$ cat config.mk
export PLATFORM = sky130hd
export DESIGN_NAME = level_tile_map_flat
export DESIGN_NICKNAME = d
export VERILOG_FILES = /design/src/rtl/level_tile_map_if.sv /design/src/rtl/level_tile_map.sv /design/src/flat_wrapper.sv
export SDC_FILE = /design/constraint.sdc
export NUM_CORES = 2
export LEC_CHECK = 0
export BUFFER_PORTS_ARGS = -buffer_cell sky130_fd_sc_hd__buf_4
export CAP_MARGIN = 20
export CORE_AREA = 3 3 494 496
export DETAILED_ROUTE_END_ITERATION = 8
export DIE_AREA = 0 0 497 499
export PLACE_DENSITY = 0.46
export RECOVER_POWER = 50
export SKIP_LAST_GASP = 1
export SLEW_MARGIN = 20
export SYNTH_ARGS = -nofsm -noshare
export SYNTH_HDL_FRONTEND = slang
export SYNTH_SLANG_ARGS = --single-unit
$ cat constraint.sdc
create_clock -name Clk -period 35.4 [get_ports Clk]
set_input_delay 1.77 -clock Clk [delete_from_list [all_inputs] [get_ports Clk]]
set_output_delay 1.77 -clock Clk [all_outputs]
set_load 0.01 [all_outputs]
$ cat src/rtl/level_tile_map_if.sv
// Signal bundle joining the level tile map to its level ROM, the gameplay clear port
// and the video lookup path. The map block is the slave; the surrounding system is the master.
interface level_tile_map_if #(
  parameter int ROWS = 30,
  parameter int COLS = 40
);
  logic                      load_start;
  logic [1:0]                level_sel;
  logic [6:0]                rom_addr;
  logic [COLS-1:0]           rom_data;
  logic                      clear_en;
  logic [4:0]                clear_row;
  logic [5:0]                clear_col;
  logic [9:0]                DrawX;
  logic [9:0]                DrawY;
  logic [ROWS-1:0][COLS-1:0] tile;
  logic                      pix_tile;
  logic                      busy;
  logic                      done;

  modport master (
    output load_start, level_sel, rom_data, clear_en, clear_row, clear_col, DrawX, DrawY,
    input  rom_addr, tile, pix_tile, busy, done
  );

  modport slave (
    input  load_start, level_sel, rom_data, clear_en, clear_row, clear_col, DrawX, DrawY,
    output rom_addr, tile, pix_tile, busy, done
  );
endinterface

$ cat src/rtl/level_tile_map.sv
// Collision tile map: streams one level from the synchronous level ROM a row per cycle,
// lets gameplay clear single tiles, and returns a registered tile flag for the pixel being drawn.
module level_tile_map #(
  parameter int ROWS   = 30,
  parameter int COLS   = 40,
  parameter int LEVELS = 4
) (
  input logic Clk,
  input logic Reset,
  level_tile_map_if.slave bus
);
  localparam int         RW         = $clog2(ROWS);
  localparam int         CW         = $clog2(COLS);
  localparam logic [4:0] ROW_LIM    = 5'(ROWS);
  localparam logic [4:0] LAST_ROW   = 5'(ROWS - 1);
  localparam logic [5:0] COL_LIM    = 6'(COLS);
  localparam logic [9:0] X_LIM      = 10'(COLS * 16);
  localparam logic [9:0] Y_LIM      = 10'(ROWS * 16);
  localparam logic [6:0] ROW_STRIDE = 7'(ROWS);

  typedef enum logic {IDLE, LOAD} state_t;

  state_t     state, state_next;
  logic       pending_boot;
  logic [4:0] cnt;
  logic [6:0] base_q;
  logic [6:0] base_new;
  logic [1:0] level_eff;
  logic       start, finish;
  logic       row_we, addr_en, clear_ok, in_view;

  always_ff @(posedge Clk or posedge Reset) begin
    if (Reset) begin
      state        <= IDLE;
      pending_boot <= 1'b1;
      cnt          <= '0;
      base_q       <= '0;
    end else begin
      state <= state_next;
      if (start) begin
        pending_boot <= 1'b0;
        cnt          <= '0;
        base_q       <= base_new;
      end else if (state == LOAD) begin
        cnt <= finish ? 5'd0 : cnt + 5'd1;
      end
    end
  end

  always_comb begin
    state_next = state;
    start      = 1'b0;
    finish     = 1'b0;
    case (state)
      IDLE: if (pending_boot || bus.load_start) begin
        start      = 1'b1;
        state_next = LOAD;
      end
      LOAD: if (cnt == ROW_LIM) begin
        finish     = 1'b1;
        state_next = IDLE;
      end
      default: state_next = IDLE;
    endcase
  end

  // cnt counts edges inside LOAD; ROM data lags the address by one cycle, so row cnt-1 lands now.
  always_comb begin
    level_eff = '0;
    if (!pending_boot)
      level_eff = (int'(bus.level_sel) >= LEVELS) ? 2'(LEVELS - 1) : bus.level_sel;
    base_new = 7'(level_eff) * ROW_STRIDE;
    row_we   = (state == LOAD) && (cnt != 5'd0);
    addr_en  = (state == LOAD) && (cnt < LAST_ROW);
    clear_ok = (state == IDLE) && !pending_boot && !bus.load_start && bus.clear_en &&
               (bus.clear_row < ROW_LIM) && (bus.clear_col < COL_LIM);
    in_view  = (bus.DrawX < X_LIM) && (bus.DrawY < Y_LIM);
  end

  always_ff @(posedge Clk or posedge Reset) begin
    if (Reset) begin
      bus.tile     <= '0;
      bus.rom_addr <= '0;
      bus.pix_tile <= 1'b0;
      bus.busy     <= 1'b0;
      bus.done     <= 1'b0;
    end else begin
      if (start)
        bus.rom_addr <= base_new;
      else if (addr_en)
        bus.rom_addr <= base_q + 7'(cnt) + 7'd1;
      if (row_we)
        bus.tile[cnt - 5'd1] <= bus.rom_data;
      if (clear_ok)
        bus.tile[bus.clear_row][bus.clear_col] <= 1'b0;
      bus.busy     <= (state_next == LOAD);
      bus.done     <= finish;
      bus.pix_tile <= in_view ? bus.tile[bus.DrawY[RW+3:4]][bus.DrawX[CW+3:4]] : 1'b0;
    end
  end
endmodule

$ cat src/flat_wrapper.sv
// flat-port wrapper written by rule: the top's interface ports become plain ports
module level_tile_map_flat 
#(
  parameter int ROWS   = 30,
  parameter int COLS   = 40,
  parameter int LEVELS = 4
)
  (Clk, Reset, bus_load_start, bus_level_sel, bus_rom_data, bus_clear_en, bus_clear_row, bus_clear_col, bus_DrawX, bus_DrawY, bus_rom_addr, bus_tile, bus_pix_tile, bus_busy, bus_done);
  level_tile_map_if #(.ROWS(ROWS), .COLS(COLS)) bus_i ();
  input logic Clk;
  input logic Reset;
  input wire logic [$bits(bus_i.load_start)-1:0] bus_load_start;
  input wire logic [$bits(bus_i.level_sel)-1:0] bus_level_sel;
  input wire logic [$bits(bus_i.rom_data)-1:0] bus_rom_data;
  input wire logic [$bits(bus_i.clear_en)-1:0] bus_clear_en;
  input wire logic [$bits(bus_i.clear_row)-1:0] bus_clear_row;
  input wire logic [$bits(bus_i.clear_col)-1:0] bus_clear_col;
  input wire logic [$bits(bus_i.DrawX)-1:0] bus_DrawX;
  input wire logic [$bits(bus_i.DrawY)-1:0] bus_DrawY;
  output wire logic [$bits(bus_i.rom_addr)-1:0] bus_rom_addr;
  output wire logic [$bits(bus_i.tile)-1:0] bus_tile;
  output wire logic [$bits(bus_i.pix_tile)-1:0] bus_pix_tile;
  output wire logic [$bits(bus_i.busy)-1:0] bus_busy;
  output wire logic [$bits(bus_i.done)-1:0] bus_done;
  assign bus_i.load_start = bus_load_start;
  assign bus_i.level_sel = bus_level_sel;
  assign bus_i.rom_data = bus_rom_data;
  assign bus_i.clear_en = bus_clear_en;
  assign bus_i.clear_row = bus_clear_row;
  assign bus_i.clear_col = bus_clear_col;
  assign bus_i.DrawX = bus_DrawX;
  assign bus_i.DrawY = bus_DrawY;
  assign bus_rom_addr = bus_i.rom_addr;
  assign bus_tile = bus_i.tile;
  assign bus_pix_tile = bus_i.pix_tile;
  assign bus_busy = bus_i.busy;
  assign bus_done = bus_i.done;
  level_tile_map #(.ROWS(ROWS), .COLS(COLS), .LEVELS(LEVELS)) u_core (.Clk(Clk), .Reset(Reset), .bus(bus_i));
endmodule
### Yosys cells after proc, flatten, opt, wreduce, memory -nomap -nowiden

Cells that the tools add are included.

* add/subtract/negate cells: 4
* $mul: 1
* $lt $le $gt $ge: 13
* equality and inequality tests: 1
* muxes and demuxes: 26
* bitwise logic cells: 3
* reductions and logical operators: 17

Operator list (number)
* $mux 1200: 2
* $and 1200x1200->1200: 1
* $bwmux 1200: 1
* $not 1200->1200: 1
* $demux 40 s5: 2
* $bmux 40 s5: 1
* $mux 40: 3
* $lt 5x6->1 const B: 3
* $mux 5: 3
* $lt 6x7->1 const B: 2
* $mux 7: 2
* $logic_and 1x1->1: 11
* $ge 5x1->1 const B: 2
* $lt 10x10->1 const B: 1
* $lt 10x9->1 const B: 1
* $lt 5x5->1 const B: 2
* $mux 1: 8
* $add 7x1->7 const B: 1
* $add 7x5->7: 1
* $bmux 1 s6: 1
* $demux 1 s6: 1
* $ge 6x1->1 const B: 1
* $lt 6x6->1 const B: 1
* $mul 2x4->6 const B: 1
* other kinds (10): 12

* register bits after elaboration: 1222
* output and inout port bits: 1210
* logic and storage cells: 102

### Depth between registers and ports, before layout

* depth after elaboration: 9
* depth in mapped cells: 13

### Least setup slack after synthesis

Ideal clock, no wire load.

* path type: input port to flip-flop
* start point: input bus_DrawY[4]
* end point: register u_core.bus.pix_tile
* library setup time: 0.134 ns
* data arrival time: 3.668 ns
* required time: 35.266 ns
* setup slack: 31.598 ns
* cell stages on the path: 10
* buffers on the path: 3
* path through: buf_6 buf_12 buf_8 mux4_2 a2111oi_0 nor3_1 nand3_1 nand4_1 o311ai_1 a22oi_1

* cells in the longest elaborated chain, start to end: 5
* elaborated cells between the ends (all ways): 7

RTL lines
* start: declaration: line flat_wrapper.sv:19 `input wire logic [$bits(bus_i.DrawY)-1:0] bus_DrawY;`
* $bmux 40 s5: line level_tile_map.sv:98 `bus.pix_tile <= in_view ? bus.tile[bus.DrawY[RW+3:4]][bus.DrawX[CW+3:4]] : 1'b0;`
* $mux 40 (not written as such): line level_tile_map.sv:98
* $bmux 1 s6: line level_tile_map.sv:98
* $mux 1 (not written as such): line level_tile_map.sv:98
* $mux 1 (*): line level_tile_map.sv:98
* end signal: assignment: line level_tile_map.sv:98
* end: declaration: line level_tile_map_if.sv:28 `output rom_addr, tile, pix_tile, busy, done`

Mark *: on every way between the ends. The rest lies on a longest branch, timed or not. The select of a mux whose other input is x is not followed.
A chain may end at the register's enable or synchronous reset.

==> flow_metrics.tcl <==
set metrics [dict create \
    utilization 0.320 \
    synthCells 5399 \
    leakagePower_nw 31.6 \
    ys_top_cells_by_area "dfrtp_1, mux2i_1, a21oi_1, mux4_2, mux4_1" \
    worst_pin_slew_ns 9.01 \
    ff2ff_setup_slack_ns 30.15 \
    hold_path_end "u_core.base_q[2]$_DFFE_PP0P_" \
    wl_per_cell_um 45.6 \
    core_area_um2 240000 \
    vias 57097 \
    min_from "u_core.base_q[2]$_DFFE_PP0P_" \
    cts.path.max_buffers 3 \
    synthDistinctLibCells 82 \
    ys_async_sr_fraction 1.00 \
    max-vdd-ir-drop_uv 48.8 \
    root_buffer "clkbuf_16" \
    synth-seq-cells 1221 \
    r2r_cells 9 \
    synth_top_area_frac 0.483 \
    rsz0062_at_grt "no" \
    grt_pass1_vias 56183 \
    grt_max_degree 162 \
    cts_tree "built" \
    fin_cells 9801 \
    whs_path_depth 2 \
    antenna_found_initial 44 \
    drcViolationCount 0 \
    crit_path_start_kind "input port" \
    drt_wl_total_um 447000 \
    dpl_cell_area_um2 76400 \
    cts_hold_buf 0 \
    layout.nets 6564 \
    status "finished, violations left" \
    setup.worst_path.end_class "asynchronous set/reset pin" \
    power_density_nw_per_um2 97.4 \
    die-area_um2 248000 \
    violations "capacitance limit, slew limit" \
    r2r-start "u_core.cnt[0]$_DFFE_PP0P_" \
    die_w_um 497 \
    fin_setup_tns_ns 0 \
    min_period_ns 17.57 \
    slew_headroom -5.00 \
    cts.htree.levels 4 \
    crit_type "in -> async" \
    dr.pass1.iters 7 \
    rows 180 \
    drive_gt1_frac 0.129 \
    clk_pin_slew_worst_paths_ns 0.06 \
    routabilityCongestion 0.865 \
    fin_area_um2 76800 \
    cts.sinks 1221 \
    hold-worst-slack_ns 0.507 \
    yosysMostFrequentCell "mux2i_1" \
    cap_violations 7 \
    initial_core_util 0.263 \
    vias_per_cell 5.83 \
    syn_avg_cell_area_um2 11.7 \
    io_buffer_count 1278 \
    final_hold_viol_count 0 \
    drtIter0Drc 6660 \
    ys_top_cells_by_count "mux2i_1, a21oi_1, dfrtp_1" \
    min_period_over_period 0.496 \
    syn_nets 5488 \
    skew_ns 0.0459 \
    clock_latency_ns 0.85 \
    area_delta_synth_final_pct 21.5 \
    hold_path_class "reg -> reg" \
    dp_hpwl_um 312000 \
    cts_setup_buffers 0 \
    required_ns 36.23 \
    gr-usage-all-layers 0.349 \
    ys_seq_area_frac 0.483 \
    timing.rr.end "u_core.bus.tile[201]$_DFF_PP0_" \
    slew_viol_final 652 \
    dp.cells 9506 \
    cts_made_buffers 152 \
    io_pins 1287 \
    crit_arrival_ns 18.40 \
    grt_first_pass_wirelength_um 581000 \
    cp_max_fo 149 \
    synth_edf_count 0 \
    synth_ff_type "dfrtp_1" \
    globalRouteOverflowTotal 0 \
    cts_resized 0 \
    setup_viol 0 \
    die_y_um 499 \
    yosys_warnings 0 \
    synthesis.area_um2 63200 \
    ant_nets 0 \
    max_freq_ghz 0.0569 \
    yosysTopAreaCell "dfrtp_1" \
]
## layout make-up
type,instances,area (um^2)
Timing Repair Buffer,1521,6950
Sequential cell,1221,30600
Multi-Input combinational cell,3558,30200
Clock buffer,233,4440
Inverter,21,85.1
Clock inverter,38,508
Fill cell,25244,163000
Antenna cell,24,60.1
Tap cell,3185,3990
## logic make-up after synthesis
logic type               count (synthesis)  synth area share
AND/OR/NAND/NOR                        408            0.0314
adder cells (fa/ha/maj)                 12           0.00249
XOR/XNOR                                 4          0.000554
flip-flops                            1221             0.483
buffers and inverters                  620            0.0509
multiplexers                          1607             0.301
AO/OA/AOI/OAI                         1527             0.131
## worst max-delay path: stages
cell and delay (ns):
clkbuf_4 0.11, clkinvlp_2 0.73, clkbuf_1 6.22, clkbuf_1 6.00, buf_4 1.24, buf_4 0.85, buf_4 0.88
## routing by layer
metal	part of all wire	track usage	vias to the layer above	routed length, um
li1	-	-	22329	-
met1	0.39	0.430	30312	175000
met2	0.45	0.547	3612	201000
met3	0.096	0.111	838	43000
met4	0.063	0.179	6	28000
met5	0.000069	0	-	31
## flip-flops by register name, summed over array words and instances, names as in the netlist
register / count
u_core.bus.done: 1
u_core.bus.pix_tile: 1
u_core.state: 1
u_core.base_q: 5
u_core.bus.tile: 1200
u_core.cnt: 5
u_core.bus.rom_addr: 7
u_core.pending_boot: 1
## how the worst max path moves through the flow
stage,end,slack (ns),cells after the start,from
finish,u_core.bus.tile[979]$_DFF_PP0_,17.83,7,Reset
global route,u_core.bus.tile[1012]$_DFF_PP0_,15.27,7,Reset
CTS,u_core.bus.pix_tile$_DFF_PP0_,28.60,12,bus_DrawY[4]
detailed placement,u_core.bus.pix_tile$_DFF_PP0_,27.67,12,bus_DrawY[4]
global placement,u_core.bus.pix_tile$_DFF_PP0_,27.69,12,bus_DrawY[4]
floorplan,u_core.base_q[1]$_DFFE_PP0P_,16.76,1,Reset
## metrics by stage
| step | total power, mW | setup slack (ns) |
|---|---|---|
| floorplan | 4.13 | 16.76 |
| global placement | 6.33 | 27.69 |
| detailed placement | 6.38 | 27.67 |
| CTS | 8.01 | 28.60 |
| global route | 7.81 | 15.27 |
| finish | 7.48 | 17.83 |
## report_power, final
group	internal [mW]	total, mW	switching (mW)
clock	0.918	1.61	0.688
combinational	1.07	3.05	1.99
sequential	2.06	2.83	0.766
total	4.04	7.48	3.44
## layout by cell type, fill, tap and decap left out, types with 11 or more instances in the layout
cell | synthesis | layout
a211oi_1 | 12 | 12
a21oi_1 | 1268 | 1268
a22oi_1 | 31 | 31
a31oi_1 | 14 | 14
buf_4 | 9 | 295
clkbuf_1 | 361 | 1266
clkbuf_16 | 0 | 154
clkbuf_8 | 17 | 29
clkinv_2 | 0 | 17
dfrtp_1 | 1220 | 1220
diode_2 | 0 | 24
ha_1 | 11 | 11
inv_1 | 19 | 17
mux2_2 | 17 | 17
mux2i_1 | 1375 | 1375
mux4_1 | 61 | 61
mux4_2 | 153 | 153
nand2_1 | 79 | 76
nand3_1 | 34 | 27
nor2_1 | 137 | 70
nor2_2 | 0 | 23
nor2_4 | 0 | 44
nor3_1 | 66 | 32
nor3_2 | 14 | 35
nor3_4 | 0 | 13
o21ai_0 | 51 | 49
o221ai_1 | 41 | 41
o22ai_1 | 38 | 38
Note: power is estimated with default switching activity, not from simulation.
